$ cat src/rtl/sd_spi_responder.sv
// sd_spi_responder: SPI-mode SD card device model that answers init commands and serves CMD17/CMD24 from a byte-wide memory port
module sd_spi_responder #(
  parameter int MEM_ADDR_W = 16,
  parameter int NAC_BYTES  = 2,
  parameter int BUSY_BYTES = 4,
  parameter int INIT_POLLS = 2
) (
  input  logic                  clk,
  input  logic                  rst,
  input  logic                  sclk,
  input  logic                  cs,
  input  logic                  mosi,
  output logic                  miso,
  output logic [MEM_ADDR_W-1:0] mem_addr,
  input  logic [7:0]            mem_rdata,
  output logic [7:0]            mem_wdata,
  output logic                  mem_we,
  output logic                  card_ready,
  output logic [5:0]            last_cmd
);
  localparam int BW = MEM_ADDR_W - 9;
  typedef enum logic [3:0] {
    S_CMD, S_NCR, S_RESP, S_TAIL, S_RD_NAC, S_RD_TOKEN, S_RD_DATA, S_RD_CRC,
    S_WR_TOKEN, S_WR_DATA, S_WR_CRC, S_WR_DRESP, S_WR_BUSY
  } state_t;
  state_t state_q, state_d;
  logic [2:0] sclk_q;
  logic [1:0] cs_q, mosi_q;
  logic [2:0] bit_q, bit_d, fcnt_q, fcnt_d;
  logic [7:0] rx_q, rx_d, tx_q, tx_d, r1_q, r1_d, wdata_q, wdata_d, poll_q, poll_d;
  logic [8:0] idx_q, idx_d;
  logic [BW-1:0] blk_q, blk_d;
  logic [5:0] cmd_q, cmd_d, last_cmd_q, last_cmd_d;
  logic [MEM_ADDR_W-1:0] addr_q, addr_d;
  logic acmd_q, acmd_d, ready_q, ready_d, miso_q, miso_d, we_q, we_d, fresh_q, fresh_d;
  logic rise, fall, byte_done, idle, hit, acmd41, is_tail;
  logic [7:0] rx_byte, r1, src, tail_b;
  logic [31:0] tail_w;
  logic [1:0] tn;
  assign rise = sclk_q[1] & ~sclk_q[2] & ~cs_q[1];
  assign fall = ~sclk_q[1] & sclk_q[2] & ~cs_q[1];
  assign byte_done = rise && bit_q == 3'd7;
  assign rx_byte = {rx_q[6:0], mosi_q[1]};
  assign idle = ~ready_q;
  assign hit = poll_q + 8'd1 == 8'(INIT_POLLS);
  assign acmd41 = acmd_q && cmd_q == 6'd41;
  assign r1 = cmd_q == 6'd0 ? 8'h01
    : (cmd_q == 6'd8 || cmd_q == 6'd16 || cmd_q == 6'd55 || cmd_q == 6'd58) ? {7'd0, idle}
    : acmd41 ? {7'd0, ~(ready_q | hit)}
    : (cmd_q == 6'd17 || cmd_q == 6'd24) ? (ready_q ? 8'h00 : 8'h05)
    : {5'd0, 1'b1, 1'b0, idle};
  assign is_tail = cmd_q == 6'd8 || cmd_q == 6'd58;
  assign tail_w = cmd_q == 6'd8 ? 32'h0000_01AA : 32'hC0FF_8000;
  assign tn = state_q == S_TAIL ? idx_q[1:0] + 2'd1 : 2'd0;
  assign tail_b = tail_w[{~tn, 3'b000} +: 8];
  assign src = fresh_q ? mem_rdata : tx_q;
  assign miso = miso_q;
  assign mem_addr = addr_q;
  assign mem_wdata = wdata_q;
  assign mem_we = we_q;
  assign card_ready = ready_q;
  assign last_cmd = last_cmd_q;
  always_comb begin
    state_d = state_q;
    bit_d = bit_q;
    fcnt_d = fcnt_q;
    rx_d = rx_q;
    tx_d = tx_q;
    r1_d = r1_q;
    wdata_d = wdata_q;
    poll_d = poll_q;
    idx_d = idx_q;
    blk_d = blk_q;
    cmd_d = cmd_q;
    last_cmd_d = last_cmd_q;
    addr_d = addr_q;
    acmd_d = acmd_q;
    ready_d = ready_q;
    miso_d = miso_q;
    fresh_d = fresh_q;
    we_d = 1'b0;
    if (rise) begin
      rx_d = rx_byte;
      bit_d = bit_q + 3'd1;
    end
    if (fall) begin
      miso_d = src[7];
      tx_d = {src[6:0], 1'b1};
      fresh_d = 1'b0;
    end
    if (byte_done) begin
      tx_d = 8'hFF;
      idx_d = idx_q + 9'd1;
      case (state_q)
        S_CMD: begin
          idx_d = '0;
          if (fcnt_q == 3'd0) begin
            if (rx_byte[7:6] == 2'b01) begin
              fcnt_d = 3'd1;
              cmd_d = rx_byte[5:0];
            end
          end else if (fcnt_q != 3'd5) begin
            fcnt_d = fcnt_q + 3'd1;
            blk_d = BW'({blk_q, rx_byte});
          end else begin
            fcnt_d = '0;
            last_cmd_d = cmd_q;
            r1_d = r1;
            acmd_d = cmd_q == 6'd55;
            state_d = S_NCR;
            if (cmd_q == 6'd0) begin
              ready_d = 1'b0;
              poll_d = '0;
            end
            if (acmd41) begin
              poll_d = poll_q + 8'd1;
              ready_d = ready_q | hit;
            end
          end
        end
        S_NCR: begin
          state_d = S_RESP;
          tx_d = r1_q;
        end
        S_RESP: begin
          idx_d = '0;
          state_d = is_tail ? S_TAIL
            : (ready_q && cmd_q == 6'd17) ? S_RD_NAC
            : (ready_q && cmd_q == 6'd24) ? S_WR_TOKEN : S_CMD;
          tx_d = is_tail ? tail_b : 8'hFF;
        end
        S_TAIL: begin
          state_d = idx_q == 9'd3 ? S_CMD : S_TAIL;
          tx_d = idx_q == 9'd3 ? 8'hFF : tail_b;
        end
        S_RD_NAC: if (idx_q == 9'(NAC_BYTES - 1)) begin
          state_d = S_RD_TOKEN;
          tx_d = 8'hFE;
          idx_d = '0;
        end
        S_RD_TOKEN: begin
          state_d = S_RD_DATA;
          idx_d = '0;
          addr_d = {blk_q, 9'd0};
          fresh_d = 1'b1;
        end
        S_RD_DATA: if (idx_q == 9'd511) begin
          state_d = S_RD_CRC;
          idx_d = '0;
        end else begin
          addr_d = {blk_q, idx_d};
          fresh_d = 1'b1;
        end
        S_RD_CRC: state_d = idx_q == 9'd1 ? S_CMD : S_RD_CRC;
        S_WR_TOKEN: begin
          idx_d = '0;
          state_d = rx_byte == 8'hFE ? S_WR_DATA : S_WR_TOKEN;
        end
        S_WR_DATA: begin
          we_d = 1'b1;
          addr_d = {blk_q, idx_q};
          wdata_d = rx_byte;
          if (idx_q == 9'd511) begin
            state_d = S_WR_CRC;
            idx_d = '0;
          end
        end
        S_WR_CRC: if (idx_q == 9'd1) begin
          state_d = S_WR_DRESP;
          tx_d = 8'h05;
          idx_d = '0;
        end
        S_WR_DRESP: begin
          state_d = S_WR_BUSY;
          tx_d = 8'h00;
          idx_d = '0;
        end
        S_WR_BUSY: begin
          state_d = idx_q == 9'(BUSY_BYTES - 1) ? S_CMD : S_WR_BUSY;
          tx_d = idx_q == 9'(BUSY_BYTES - 1) ? 8'hFF : 8'h00;
        end
        default: state_d = S_CMD;
      endcase
    end
    if (cs_q[1]) begin
      state_d = S_CMD;
      bit_d = '0;
      fcnt_d = '0;
      idx_d = '0;
      tx_d = 8'hFF;
      miso_d = 1'b1;
      we_d = 1'b0;
      fresh_d = 1'b0;
    end
  end
  always_ff @(posedge clk or negedge rst) begin
    if (!rst) begin
      sclk_q <= '0;
      cs_q <= '1;
      mosi_q <= '1;
      state_q <= S_CMD;
      bit_q <= '0;
      fcnt_q <= '0;
      rx_q <= '0;
      tx_q <= 8'hFF;
      r1_q <= '0;
      wdata_q <= '0;
      poll_q <= '0;
      idx_q <= '0;
      blk_q <= '0;
      cmd_q <= '0;
      last_cmd_q <= '0;
      addr_q <= '0;
      acmd_q <= 1'b0;
      ready_q <= 1'b0;
      miso_q <= 1'b1;
      we_q <= 1'b0;
      fresh_q <= 1'b0;
    end else begin
      sclk_q <= {sclk_q[1:0], sclk};
      cs_q <= {cs_q[0], cs};
      mosi_q <= {mosi_q[0], mosi};
      state_q <= state_d;
      bit_q <= bit_d;
      fcnt_q <= fcnt_d;
      rx_q <= rx_d;
      tx_q <= tx_d;
      r1_q <= r1_d;
      wdata_q <= wdata_d;
      poll_q <= poll_d;
      idx_q <= idx_d;
      blk_q <= blk_d;
      cmd_q <= cmd_d;
      last_cmd_q <= last_cmd_d;
      addr_q <= addr_d;
      acmd_q <= acmd_d;
      ready_q <= ready_d;
      miso_q <= miso_d;
      we_q <= we_d;
      fresh_q <= fresh_d;
    end
  end
endmodule
$ cat config.mk
export PLATFORM = sky130hd
export DESIGN_NAME = sd_spi_responder
export DESIGN_NICKNAME = d
export VERILOG_FILES = /design/src/rtl/sd_spi_responder.sv
export SDC_FILE = /design/constraint.sdc
export NUM_CORES = 1
export LEC_CHECK = 0
export ABC_CLOCK_PERIOD_IN_PS = 3500
export BUFFER_PORTS_ARGS = -buffer_cell sky130_fd_sc_hd__buf_2
export CAP_MARGIN = 0
export CELL_PAD_IN_SITES_DETAIL_PLACEMENT = 1
export CELL_PAD_IN_SITES_GLOBAL_PLACEMENT = 1
export CORE_UTILIZATION = 45
export CTS_CLUSTER_DIAMETER = 60
export DETAILED_ROUTE_END_ITERATION = 12
export PLACE_DENSITY = 0.85
export RECOVER_POWER = 100
export SLEW_MARGIN = 40
export SYNTH_ARGS = -nofsm -noshare
export SYNTH_HDL_FRONTEND = slang
export SYNTH_SLANG_ARGS = --single-unit
export TNS_END_PERCENT = 20
$ cat constraint.sdc
create_clock -name clk -period 3.5 [get_ports clk]
set_input_delay 0.35 -clock clk [delete_from_list [all_inputs] [get_ports clk]]
set_output_delay 0.35 -clock clk [all_outputs]
set_load 0.005 [all_outputs]
==> results.md <==
- Outcome: finished with violations
- Failing checks: max-capacitance violations, max-slew violations
- Max Freq: 0.329 GHz
- Net Count, Synth: 543
- Sink Count: 99
- Antenna violations before repair: 0
- Commonest non-fill, non-tap cell in the layout: dfrtp_1
- Bufs on Longest Clock Path: 2
- TritonRoute pass-1 iters: 4
- Hold-fix buffers, CTS: 0
- TritonCTS Buffers: 9
- Via count: 4,130
- # nets final: 573
- Routed Antenna Nets: 0
- Worst min path class: in2reg
- Clock Latency Late Sink: 0.36 ns
- Share of cells above drive strength 1: 0.177
- DIE WIDTH: 110 um
- Warnings from Yosys: 0
- Slew HR: -0.317
- Core Rows: 39
- Clock transition at path regs: 0.07 ns
- Largest net degree at the start of global routing: 81
- Max Cap Viol: 1
- Unrepaired setup endpoints after global routing: false
- Post-route insts no fill: 701
- Post-route clock period utilization: 0.869
- NetSw: 600 uW
- Worst EP arrival: 3.32 ns
- XOR/XNOR share of the synthesized area: 0.00669
- Crit path max fanout: 17
- Synth Instances: 523
- Core area: 11,400 um^2
- Initial Utilization: 0.461
- Die height: 110 um
- Final WL: 12,900 um
- First-pass GRT wire length: 21,400 um
- Initial DRC count: 132
- EDFF count, synth: 0
- DP Wirelength: 9000 um
- Area share of and/or/nand/nor cells after synthesis: 0.196
- Critical path endpoint category: flip-flop
- Diode count: 0
- # setup viols final: 0
- Unique masters post-synth: 71
- Part of the power in registers: 0.537
- CTS H-tree lvls: 3
- Port bufs: 45
- Clock Power Share: 0.414
- Worst slew pin tran: 1.97 ns
- Compound-cell area share of the yosys netlist: 0.168
- Register area share after synthesis: 0.476
- I/O pin total: 46
- CP required: 3.78 ns
- Final Slew Violations: 81
- Post-CTS Setup Inserts: 0
- Asr flop ratio synth: 1.00
- Leakage power: 0.00255 uW
- Final Wtd Congestion: 0.786
- Total GRT Usage: 0.234
- Switch share: 0.256
- GRT Residual Overflow: 0
- Fin Clk Skew: 0.00651 ns
- Critical path type: reg2reg
- Die area: 12,100 um^2
- Per-cell routed wire length: 18.4 um
- Vias per cell: 5.89
- Ys flop type: dfrtp_1
- DRC violations left: 0
- Placed insts: 685
- Max VDD drop: 0.344 mV
- TritonCTS clock tree: built
- Internal: 1740 uW
- Post-Synthesis Cell Area: 5240 um^2
- Count of final hold-check violations: 0
- Vias in the first global route: 4,271
- Worst setup SP type: flip-flop
- Multiplexer share of the synthesized area: 0.0991
- CTS resizes: 0
- Fill cells: 1,290
- #FFs+latches synth: 99
- Setup Total Neg Slack: 0 ns
- Most frequent cells in the layout: 84 x dfrtp_1, 54 x nand2_1, 38 x a21oi_1, 35 x nor2_1, 29 x mux2_2
- PwrDens: 406 nW/um^2
- Area share of fa/ha/maj cells after synthesis: 0.0167
- Main combinational cell family by area after synthesis: simple AND/OR/NAND/NOR gates
- P&R area growth vs syn: 10.1%
- Power share of the combinational group: 0.049
- Minimum clock period: 3.04 ns
- Avg Inst Size Synth: 10.0 um^2
- CTS root buf: clkbuf_16
- Final core utilization: 0.507
-- cell usage after synthesis, types with 3 or more instances --
library cell | instances | area, um^2
a211oi_1 | 6 | 45.0
a21boi_0 | 3 | 22.5
a21o_1 | 5 | 37.5
a21oi_1 | 38 | 190
a22o_1 | 3 | 26.3
a22oi_1 | 9 | 67.6
a31oi_1 | 6 | 37.5
and2_1 | 3 | 18.8
and3_1 | 7 | 43.8
and4_1 | 4 | 35.0
buf_2 | 6 | 30.0
buf_6 | 3 | 33.8
clkbuf_1 | 21 | 78.8
dfrtp_1 | 86 | 2150
dfstp_2 | 13 | 342
ha_1 | 7 | 87.6
inv_1 | 11 | 41.3
mux2_2 | 31 | 349
mux2i_1 | 17 | 170
nand2_1 | 54 | 203
nand2b_1 | 11 | 68.8
nand3_1 | 20 | 100
nand3b_1 | 3 | 22.5
nand4_1 | 6 | 37.5
nand4b_1 | 3 | 26.3
nor2_1 | 35 | 131
nor2b_1 | 5 | 31.3
nor3_1 | 15 | 75.1
o211ai_1 | 3 | 22.5
o21a_1 | 3 | 22.5
o21ai_0 | 26 | 130
o21ai_1 | 3 | 15.0
o2bb2ai_1 | 3 | 26.3
o31ai_1 | 4 | 30.0
or3_1 | 4 | 25.0
-- cells by family after synthesis --
family | count (synthesis)
AOI/OAI and AO/OA | 131
xor gates and xnor gates | 4
adders and majority gates | 7
buffers and inverters | 44
DFF | 99
muxes | 48
and+or+nand+nor | 190
-- registers in the layout, summed over array words and instances (netlist names), 6 cells and up --
signal / flops
idx_q: 9
poll_q: 8
mem_addr: 16
cmd_q: 6
mem_wdata: 8
tx_q: 8
blk_q: 7
rx_q: 7
last_cmd: 6
-- critical path: stages (launching register included) --
cell      delay, ns
dfrtp_1        0.50
ha_1           0.31
and3_1         0.23
and3_1         0.21
and3_1         0.19
ha_1           0.22
nor3b_1        0.19
o21bai_1       0.12
a21oi_2        0.49
buf_4          0.31
nor2_1         0.06
a21oi_1        0.13
-- cell type report --
class / count / area, um^2 / area share
clock inverters: 6 / 56.3 / 0.00977
repair buffers: 52 / 240 / 0.0417
well taps: 143 / 179 / 0.0310
multi-input cells: 380 / 2520 / 0.438
flip-flops and latches: 99 / 2500 / 0.433
clock buffers: 10 / 229 / 0.0397
inverters: 11 / 41.3 / 0.00716
-- through the flow --
stage	worst slack (ns)	area (um^2)	power, uW	hold slack (ns)
finish	0.460	5770	2340	0.0871
global route	0.171	5770	2430	0.0692
CTS	0.429	5840	2390	0.0567
detailed placement	0.448	5550	1400	0.336
global placement	0.605	5550	1380	0.337
floorplan	0.842	5240	1320	0.0544
-- power by group through the flow --
stage	Clock (uW)	Combinational [uW]	Sequential (uW)
final	970	114	1260
after global routing	1030	130	1260
after CTS	1010	121	1260
after detailed placement	0	120	1280
after global placement	0	111	1270
after floorplan	0	70.4	1250
-- path summary, 6_finish.rpt --
check	depth (start not counted)	endpoint	slack, ns	from
worst min register to register	0	sclk_q[1]$_DFF_PN0_	0.36	sclk_q[0]$_DFF_PN0_
worst max-delay path	11	mem_addr[4]$_DFFE_PN0P_	0.46	idx_q[0]$_DFFE_PN0N_
worst max register to register	11	mem_addr[4]$_DFFE_PN0P_	0.46	idx_q[0]$_DFFE_PN0N_
worst min-delay path	1	cs_q[0]$_DFF_PN1_	0.09	cs
min in group asynchronous	1	r1_q[0]$_DFFE_PN0P_	0.52	rst
max in group asynchronous	2	poll_q[1]$_DFFE_PN0P_	1.52	rst
-- routing by layer --
metal	share of wire	vias up	global-route usage
met5	0	-	0
met4	0.024	0	0.0876
met3	0.037	25	0.0575
met2	0.50	81	0.395
met1	0.44	2054	0.289
li1	-	1970	-
Power figures use the tool's default switching activity.
